==> config.mk <==
export PLATFORM = sky130hd
export DESIGN_NAME = aes_word_packer
export DESIGN_NICKNAME = d
export VERILOG_FILES = /design/src/rtl/aes_word_packer_pkg.sv /design/src/rtl/aes_word_packer.sv
export SDC_FILE = /design/constraint.sdc
export NUM_CORES = 1
export LEC_CHECK = 0
export BUFFER_PORTS_ARGS = -buffer_cell sky130_fd_sc_hd__buf_2
export CORE_UTILIZATION = 49
export DETAILED_ROUTE_END_ITERATION = 12
export GPL_ROUTABILITY_DRIVEN = 0
export PLACE_DENSITY = 0.77
export SYNTH_ARGS = -nofsm -noshare
export SYNTH_HDL_FRONTEND = slang
export SYNTH_SLANG_ARGS = --single-unit
==> constraint.sdc <==
create_clock -name clk_i -period 4.26 [get_ports clk_i]
set_input_delay 0.426 -clock clk_i [delete_from_list [all_inputs] [get_ports clk_i]]
set_output_delay 0.426 -clock clk_i [all_outputs]
set_load 0.05 [all_outputs]
==> src/rtl/aes_word_packer_pkg.sv <==
// Shared types and constants for the AES word packer: block geometry,
// FSM encoding, control/flag bundles and the per-word byte reversal.
package aes_word_packer_pkg;

   localparam int AES_WORD_W  = 32;
   localparam int AES_BLOCK_W = 128;
   localparam int AES_NB_W    = 16;

   typedef enum logic [1:0] {
      IDLE = 2'd0,
      RUN  = 2'd1,
      DONE = 2'd2
   } packer_state_t;

   typedef struct packed {
      logic                start;
      logic                byte_swap;
      logic [AES_NB_W-1:0] nblocks;
   } ctrl_packer_t;

   typedef struct packed {
      logic                busy;
      logic                done;
      logic [AES_NB_W-1:0] blk_cnt;
      logic                strb_err;
   } flags_packer_t;

   function automatic logic [31:0] bswap32(input logic [31:0] w);
      return {w[7:0], w[15:8], w[23:16], w[31:24]};
   endfunction

endpackage

==> src/rtl/aes_word_packer.sv <==
// Packs 32-bit stream words into 128-bit AES blocks, word 0 in the LSBs.
// The output register is separate from the assembly register so intake overlaps a stalled consumer.
module aes_word_packer
   import aes_word_packer_pkg::*;
#(
   parameter int WORD_W  = AES_WORD_W,
   parameter int BLOCK_W = AES_BLOCK_W,
   parameter int NB_W    = AES_NB_W
) (
   input  logic                clk_i,
   input  logic                rst_i,
   input  logic                clear_i,
   input  logic                start_i,
   input  logic [NB_W-1:0]     nblocks_i,
   input  logic                byte_swap_i,
   input  logic                in_valid_i,
   output logic                in_ready_o,
   input  logic [WORD_W-1:0]   in_data_i,
   input  logic [WORD_W/8-1:0] in_strb_i,
   output logic                out_valid_o,
   input  logic                out_ready_i,
   output logic [BLOCK_W-1:0]  out_data_o,
   output logic                busy_o,
   output logic                done_o,
   output logic [NB_W-1:0]     blk_cnt_o,
   output logic                strb_err_o
);

   localparam int WPB   = BLOCK_W / WORD_W;
   localparam int WC_W  = (WPB > 1) ? $clog2(WPB) : 1;
   localparam int ASM_W = BLOCK_W - WORD_W;
   localparam logic [WC_W-1:0] LAST_WORD = WC_W'(WPB - 1);

   packer_state_t      state_q, state_d;
   logic [WC_W-1:0]    wcnt_q, wcnt_d;
   logic [NB_W-1:0]    blk_in_q, blk_in_d;
   logic [NB_W-1:0]    blk_cnt_q, blk_cnt_d;
   logic [NB_W-1:0]    nblocks_q, nblocks_d;
   logic               swap_q, swap_d;
   logic [ASM_W-1:0]   asm_q, asm_d;
   logic               out_valid_q, out_valid_d;
   logic [BLOCK_W-1:0] out_data_q, out_data_d;
   logic               strb_err_q, strb_err_d;

   ctrl_packer_t       ctrl;
   flags_packer_t      flags;
   logic [WORD_W-1:0]  word_in;
   logic               in_fire, out_fire, last_blk;

   assign ctrl = '{start: start_i, byte_swap: byte_swap_i, nblocks: nblocks_i};

   assign word_in = swap_q ? bswap32(in_data_i) : in_data_i;

   // The last word may only land when the output register is free or being drained this cycle.
   assign in_ready_o = (state_q == RUN) && (blk_in_q < nblocks_q) &&
                       ((wcnt_q != LAST_WORD) || !out_valid_q || out_ready_i);

   assign in_fire  = in_valid_i && in_ready_o;
   assign out_fire = out_valid_q && out_ready_i;
   assign last_blk = (({1'b0, blk_cnt_q} + 1'b1) == {1'b0, nblocks_q});

   always_comb begin
      state_d     = state_q;
      wcnt_d      = wcnt_q;
      blk_in_d    = blk_in_q;
      blk_cnt_d   = blk_cnt_q;
      nblocks_d   = nblocks_q;
      swap_d      = swap_q;
      asm_d       = asm_q;
      out_valid_d = out_valid_q;
      out_data_d  = out_data_q;
      strb_err_d  = strb_err_q;

      case (state_q)
         IDLE: begin
            if (ctrl.start) begin
               nblocks_d  = ctrl.nblocks;
               swap_d     = ctrl.byte_swap;
               wcnt_d     = '0;
               blk_in_d   = '0;
               blk_cnt_d  = '0;
               strb_err_d = 1'b0;
               state_d    = (ctrl.nblocks == '0) ? DONE : RUN;
            end
         end
         RUN: begin
            if (out_fire) begin
               out_valid_d = 1'b0;
               blk_cnt_d   = blk_cnt_q + 1'b1;
               if (last_blk) state_d = DONE;
            end
            // A last-word accept after the drain above re-arms the output with the new block.
            if (in_fire) begin
               if (in_strb_i != '1) strb_err_d = 1'b1;
               if (wcnt_q == LAST_WORD) begin
                  out_data_d  = {word_in, asm_q};
                  out_valid_d = 1'b1;
                  wcnt_d      = '0;
                  blk_in_d    = blk_in_q + 1'b1;
               end else begin
                  asm_d[wcnt_q*WORD_W +: WORD_W] = word_in;
                  wcnt_d = wcnt_q + 1'b1;
               end
            end
         end
         DONE: state_d = IDLE;
         default: state_d = IDLE;
      endcase
   end

   always_ff @(posedge clk_i) begin
      if (rst_i || clear_i) begin
         state_q     <= IDLE;
         wcnt_q      <= '0;
         blk_in_q    <= '0;
         blk_cnt_q   <= '0;
         nblocks_q   <= '0;
         swap_q      <= 1'b0;
         asm_q       <= '0;
         out_valid_q <= 1'b0;
         out_data_q  <= '0;
         strb_err_q  <= 1'b0;
      end else begin
         state_q     <= state_d;
         wcnt_q      <= wcnt_d;
         blk_in_q    <= blk_in_d;
         blk_cnt_q   <= blk_cnt_d;
         nblocks_q   <= nblocks_d;
         swap_q      <= swap_d;
         asm_q       <= asm_d;
         out_valid_q <= out_valid_d;
         out_data_q  <= out_data_d;
         strb_err_q  <= strb_err_d;
      end
   end

   assign flags = '{busy:     (state_q == RUN),
                    done:     (state_q == DONE),
                    blk_cnt:  blk_cnt_q,
                    strb_err: strb_err_q};

   assign busy_o      = flags.busy;
   assign done_o      = flags.done;
   assign blk_cnt_o   = flags.blk_cnt;
   assign strb_err_o  = flags.strb_err;
   assign out_valid_o = out_valid_q;
   assign out_data_o  = out_data_q;

endmodule
## After elaboration in Yosys (flattened, before gate mapping)

Index checks and enable logic that the tools add are counted.

- Flip-flop bits (word level): 279
- Input bits: 59
- Output and inout port bits: 149
- Word-level logic and storage cells: 74

- Add/sub/neg operators: 5
- Magnitude comparators: 1
- Equality and inequality tests: 12
- Shifts and indexed selects: 2
- Multiplexer cells: 24
- Bitwise logic cells: 1
- Reduce and logical (&&, ||, !) cells: 19

Operators by type and width:

| operator | count |
|---|---|
| 96-bit bitwise mux | 1 |
| 32-bit by 34-bit variable shift with 96-bit output (first input constant) | 1 |
| 32-bit by 34-bit indexed part select with 96-bit output | 1 |
| 16-bit two-way mux | 4 |
| 16-bit case mux with 2 select lines | 2 |
| 7-bit negation with 34-bit output | 1 |
| 16-bit by 1-bit adder with 16-bit output (second input constant) | 2 |
| 32-bit two-way mux | 1 |
| 16-bit by 1-bit adder with 17-bit output (second input constant) | 1 |
| 17-bit by 16-bit equality test with 1-bit output | 1 |
| 16-bit logical NOT | 1 |
| 16-bit less-than comparator | 1 |
| 3-bit AND reduction | 5 |
| 2-bit two-way mux | 7 |
| 2-bit by 1-bit != test with 1-bit output (second input constant) | 5 |
| 2-bit case mux with 2 select lines | 2 |
| 4-bit AND reduction | 2 |
| 1-bit two-way mux | 6 |
| 2-bit equality test (second input constant) | 2 |
| 1-bit logical AND | 4 |
| 2-bit != test (second input constant) | 2 |
| 4-bit != test (second input constant) | 1 |
| 1-bit logical OR | 3 |
| 2-bit by 1-bit adder with 2-bit output (second input constant) | 1 |
| 7 further kinds | 7 |

## Logic depth before layout (Yosys ltp)

- Depth after elaboration: 7
- Depth in mapped cells: 13
- Mapped depth without buffers: 9

## Least setup slack after synthesis

OpenSTA, ideal clock, no wires.

- Path kind: reg2reg
- Start: reg blk_cnt_q[0], in the netlist blk_cnt_o[0]
- End: reg state_q[1]
- Setup time: 0.058 ns
- Arrival: 2.594 ns
- Required time: 4.202 ns
- Setup slack: 1.608 ns
- Cell stages (with the launch flop): 12
- Path buffers: 3
- Path through: dfxtp_1 ha_1 buf_2 and4_1 buf_2 and3_1 clkbuf_2 mux2i_1 mux2i_1 a211o_1 nor4_1 o21a_1

- Longest elaborated chain between the ends: 4

RTL lines:

| what | RTL line | source |
|---|---|---|
| from (decl) | aes_word_packer.sv:37 | `logic [NB_W-1:0] blk_cnt_q, blk_cnt_d;` |
| from (signal assigned) | aes_word_packer.sv:127 | `blk_cnt_q <= blk_cnt_d;` |
| 16-bit by 1-bit adder with 17-bit output | aes_word_packer.sv:60 | `assign last_blk = (({1'b0, blk_cnt_q} + 1'b1) == {1'b0, nblocks_q});` |
| 17-bit by 16-bit equality test with 1-bit output | aes_word_packer.sv:60 |  |
| 2-bit by 1-bit != test with 1-bit output (no source line) | - |  |
| 3-bit AND reduction (no source line) | - |  |
| to (signal assigned) | aes_word_packer.sv:124 | `state_q <= state_d;` |
| to (decl) | aes_word_packer.sv:34 | `packer_state_t state_q, state_d;` |

No other way between the ends.
A chain may end at the register's enable or synchronous reset.

## Worst setup path in the final report

- Start: reg nblocks_q[15]
- End: out in_ready_o

- Longest elaborated chain between the ends: 3

RTL lines:

| what | RTL line | source |
|---|---|---|
| from (decl) | aes_word_packer.sv:38 | `logic [NB_W-1:0] nblocks_q, nblocks_d;` |
| from (signal assigned) | aes_word_packer.sv:128 | `nblocks_q <= nblocks_d;` |
| 16-bit less-than comparator | aes_word_packer.sv:55 | `assign in_ready_o = (state_q == RUN) && (blk_in_q < nblocks_q) &&` |
| 1-bit logical AND (2 in series) | aes_word_packer.sv:55 |  |
| to (decl) | aes_word_packer.sv:17 | `output logic in_ready_o,` |

No other way between the ends.

==> summary.txt <==
Status
  • Status: finished, final reports clean

Job
  • Max cap viols: 0

Clock network
  • CTS Hold Bufs: 0
  • CTS tree: done
  • Post_cts resized: 0
  • CTS Buffer Depth: 3
  • Clk_lat worst skew: 0.57 ns
  • Clk pin slew, worst setup/hold paths: approximately 0.06 ns
  • Post-CTS Setup Bufs: 0
  • Number of buffers created by CTS: 28
  • Root Driver: clkbuf_16
  • CTS H-tree lvls: 1
  • CTS Sinks: roughly 280

Floorplan
  • Die area: 24,030 um^2
  • DIE WIDTH: 155.0 um
  • Initial core utilization: 0.5038
  • Row count: 55
  • Die height: between 150 and 200 um
  • Io pins: 208
  • Core area: 22,780 um^2

Timing
  • Final hold viol count: 0
  • Fin worst setup slack: 1.149 ns
  • Fin crit period: between 3 and 4 ns
  • Setup Skew: around 0.032 ns
  • Final period util: 0.7302
  • RSZ-0062 raised after global routing: no
  • Final setup viols: 0
  • Setup_tns: 0 ns
  • FMAX: 321.5 MHz
  • Worst Tran Pin Value: 1.013 ns
  • Slew Limit Fails: 0
  • Max-slew headroom: 0.3054

Worst setup path
  • Crit path launch type: flop
  • Reg2Reg Launch Point: nblocks_q[15]$_SDFFE_PP0P_
  • WS Path Type: flop to primary output
  • Worst EP arrival: 2.68 ns
  • Reg2reg path depth: 10
  • Worst path required time: 3.83 ns
  • Worst Path Max Fanout: 4
  • Reg2reg end: asm_q[61]$_SDFFE_PP0P_
  • Internal reg-to-reg setup slack: between 1 and 1.5 ns
  • Worst setup EP type: primary output

Detailed routing
  • Met2 wire len: between 15,000 and 20,000 um
  • Wl on met1: 13,420 um
  • # DRC: 0
  • Wire length on met3: 2143 um
  • Detailed router's first-iteration violation count: 913
  • DR top layer: met4
  • Total Wirelength: 32,060 um
  • Vias: roughly 10,000
  • Via density: 5.637
  • ANT nets after route: 0
  • Wire per inst: 17.78 um
  • Drt first pass iters: 5

Hold path
  • Hold path depth: 3
  • Min-Delay Endpoint: nblocks_q[1]$_SDFFE_PP0P_
  • Worst Hold Class: input port to flop
  • Min-Delay Startpoint: nblocks_i[1]

GRT
  • Global Route Usage Sum: 0.2593
  • Pin count of the biggest net entering global routing: 182
  • Vias in the first global route: 9,255
  • Initial antenna violation count: 0
  • Gr ovfl total: 0
  • First-pass GRT wire length: 49,620 um

Placed design
  • Port Buffer Count: 207
  • Pre-CTS setup slack: 1.186 ns
  • DP HPWL: 21,280 um

Synthesis
  • Syn Nets: 1,414
  • Register area share after synthesis: 0.4868
  • Synth Area in Adders: 0.02290
  • EDFF count, synth: 0
  • Post-Syn Area per Cell: 8.602 um^2
  • XOR/XNOR share of the synthesized area: 0.01603
  • Mux contribution to synthesized area: 0.03249
  • Mapped Area: 11,470 um^2
  • Syn Inst Count: 1,334
  • Yosys reg bits: 279
  • Main synth FF type: dfxtp_1
  • Synth warn: 0
  • FFs w/ async S/R, synth: 0
  • Post-synthesis simple-gate area fraction: 0.1988
  • Post-synthesis cell type count: 50
  • Synth Area in Compound Gates: 0.1812
  • Largest family of logic cells by synthesized area: simple AND/OR/NAND/NOR gates

Finish
  • Fraction of layout cells with a size suffix above 1: 0.1866
  • # diodes: 0
  • Area delta synth->final: 16.96%
  • Final #Nets: 1,548
  • Filler instances: a little over 2,000

Power and ir drop
  • Tot Pwr: approximately 0.0054 W
  • PD cells: between 400 and 500 nW/um^2
  • Worst VDD drop: 0.3004 mV
  • LEAKAGE: 5.064 nW
==> layout by cell type (no fill, tap or decap), drive strengths merged, types with 5 or more instances in the layout <==
| cell type | instances |
|---|---|
| nor2 | 60 |
| nor4 | 7 |
| nor3 | 7 |
| o31ai | 103 |
| dfxtp | 279 |
| a21oi | 140 |
| o21ai | 17 |
| and3 | 11 |
| a211oi | 32 |
| buf | 221 |
| mux2i | 35 |
| ha | 21 |
| clkbuf | 44 |
| or3 | 6 |
| xnor2 | 9 |
| a311oi | 5 |
| nand3 | 115 |
| and4 | 5 |
| nand4 | 23 |
| xor2 | 12 |
| clkinv | 6 |
| inv | 23 |
| a31oi | 6 |
| nand2 | 255 |
==> kinds of logic (layout without fill, tap and decap cells) <==
family | Yosys count | after routing
compound gates | 326 | 326
flops | 279 | 279
buf+inv | 140 | 296
simple gates | 510 | 510
mux | 37 | 37
xor+xnor | 21 | 21
fa+ha+maj | 21 | 21
==> power breakdown <==
| group | switching (W) | leakage (nW) | internal (W) |
|---|---|---|---|
| Combinational | 0.000179 | 2.34 | 0.0000644 |
| Sequential | 0.0000129 | 2.25 | 0.00262 |
| Clock | 0.00103 | 0.477 | 0.00150 |
| Total | 0.00122 | 5.06 | 0.00418 |
==> worst max-delay path: stages (launching register included) <==
cell     delay, ns
dfxtp_1       0.41
inv_1         0.07
ha_1          0.32
nand4_1       0.18
or3_1         0.40
o32a_1        0.35
and2_1        0.20
buf_2         0.21
==> per-layer routing <==
| layer | up-vias | GRT usage |
|---|---|---|
| met2 | 349 | 0.4352 |
| li1 | 4999 | - |
| met5 | - | 0 |
| met1 | 4749 | 0.3323 |
| met3 | 67 | 0.04178 |
| met4 | 0 | 0.1047 |
==> cell type report <==
cell class | instances | area [um^2] | share of cell area
clock buffers | 44 | 850.8 | 0.06340
clock inverters | 8 | 118.9 | 0.008857
inverters | 23 | 86.33 | 0.006433
multi-input cells | 915 | 5207 | 0.3880
flip-flops and latches | 279 | 5587 | 0.4163
well taps | 313 | 391.6 | 0.02918
repair buffers | 221 | 1179 | 0.08782
==> cell usage after synthesis, drive strengths merged (5+ instances only) <==
cell type | number | area share
a211oi | 32 | 0.021
a21oi | 140 | 0.061
a311oi | 5 | 0.0038
a31oi | 6 | 0.0033
and3 | 11 | 0.0060
and4 | 5 | 0.0038
buf | 59 | 0.035
clkbuf | 58 | 0.019
dfxtp | 279 | 0.49
ha | 21 | 0.023
inv | 23 | 0.0075
mux2i | 35 | 0.031
nand2 | 255 | 0.083
nand3 | 115 | 0.050
nand4 | 23 | 0.013
nor2 | 60 | 0.020
nor3 | 7 | 0.0031
nor4 | 7 | 0.0038
o21ai | 17 | 0.0074
o31ai | 103 | 0.067
or3 | 6 | 0.0033
xnor2 | 9 | 0.0069
xor2 | 12 | 0.0092
==> registers in the layout, indices dropped and copies added, names as in the netlist <==
register	cells
asm_q	96
strb_err_o	1
out_data_o	128
out_valid_o	1
state_q	2
blk_cnt_o	16
blk_in_q	16
nblocks_q	16
swap_q	1
wcnt_q	2
==> worst max path at each step <==
stage	start	end	depth (start not counted)
2_1_floorplan	blk_cnt_o[0]$_SDFFE_PP0P_	state_q[1]$_SDFFE_PP0P_	11
3_3_place_gp	nblocks_q[13]$_SDFFE_PP0P_	out_data_o[109]$_SDFFE_PP0P_	9
3_5_place_dp	nblocks_q[13]$_SDFFE_PP0P_	out_data_o[106]$_SDFFE_PP0P_	9
4_1_cts	nblocks_q[13]$_SDFFE_PP0P_	out_data_o[106]$_SDFFE_PP0P_	9
5_1_grt	nblocks_q[13]$_SDFFE_PP0P_	out_data_o[106]$_SDFFE_PP0P_	9
6_report	nblocks_q[15]$_SDFFE_PP0P_	in_ready_o	7
==> metrics by stage <==
| stage | instances | util | cell area, um^2 | hold WS (ns) |
|---|---|---|---|---|
| floorplan | 1334 | - | 11470 | 0.4321 |
| global placement | 1751 | 0.5466 | 12450 | 0.4360 |
| detailed placement | 1751 | 0.5466 | 12450 | 0.4425 |
| CTS | 1803 | 0.5892 | 13420 | 0.1174 |
| global route | 1803 | 0.5892 | 13420 | 0.1340 |
| finish | 1803 | 0.5892 | 13420 | 0.1308 |
No activity file was read; power rests on OpenSTA's default activity.
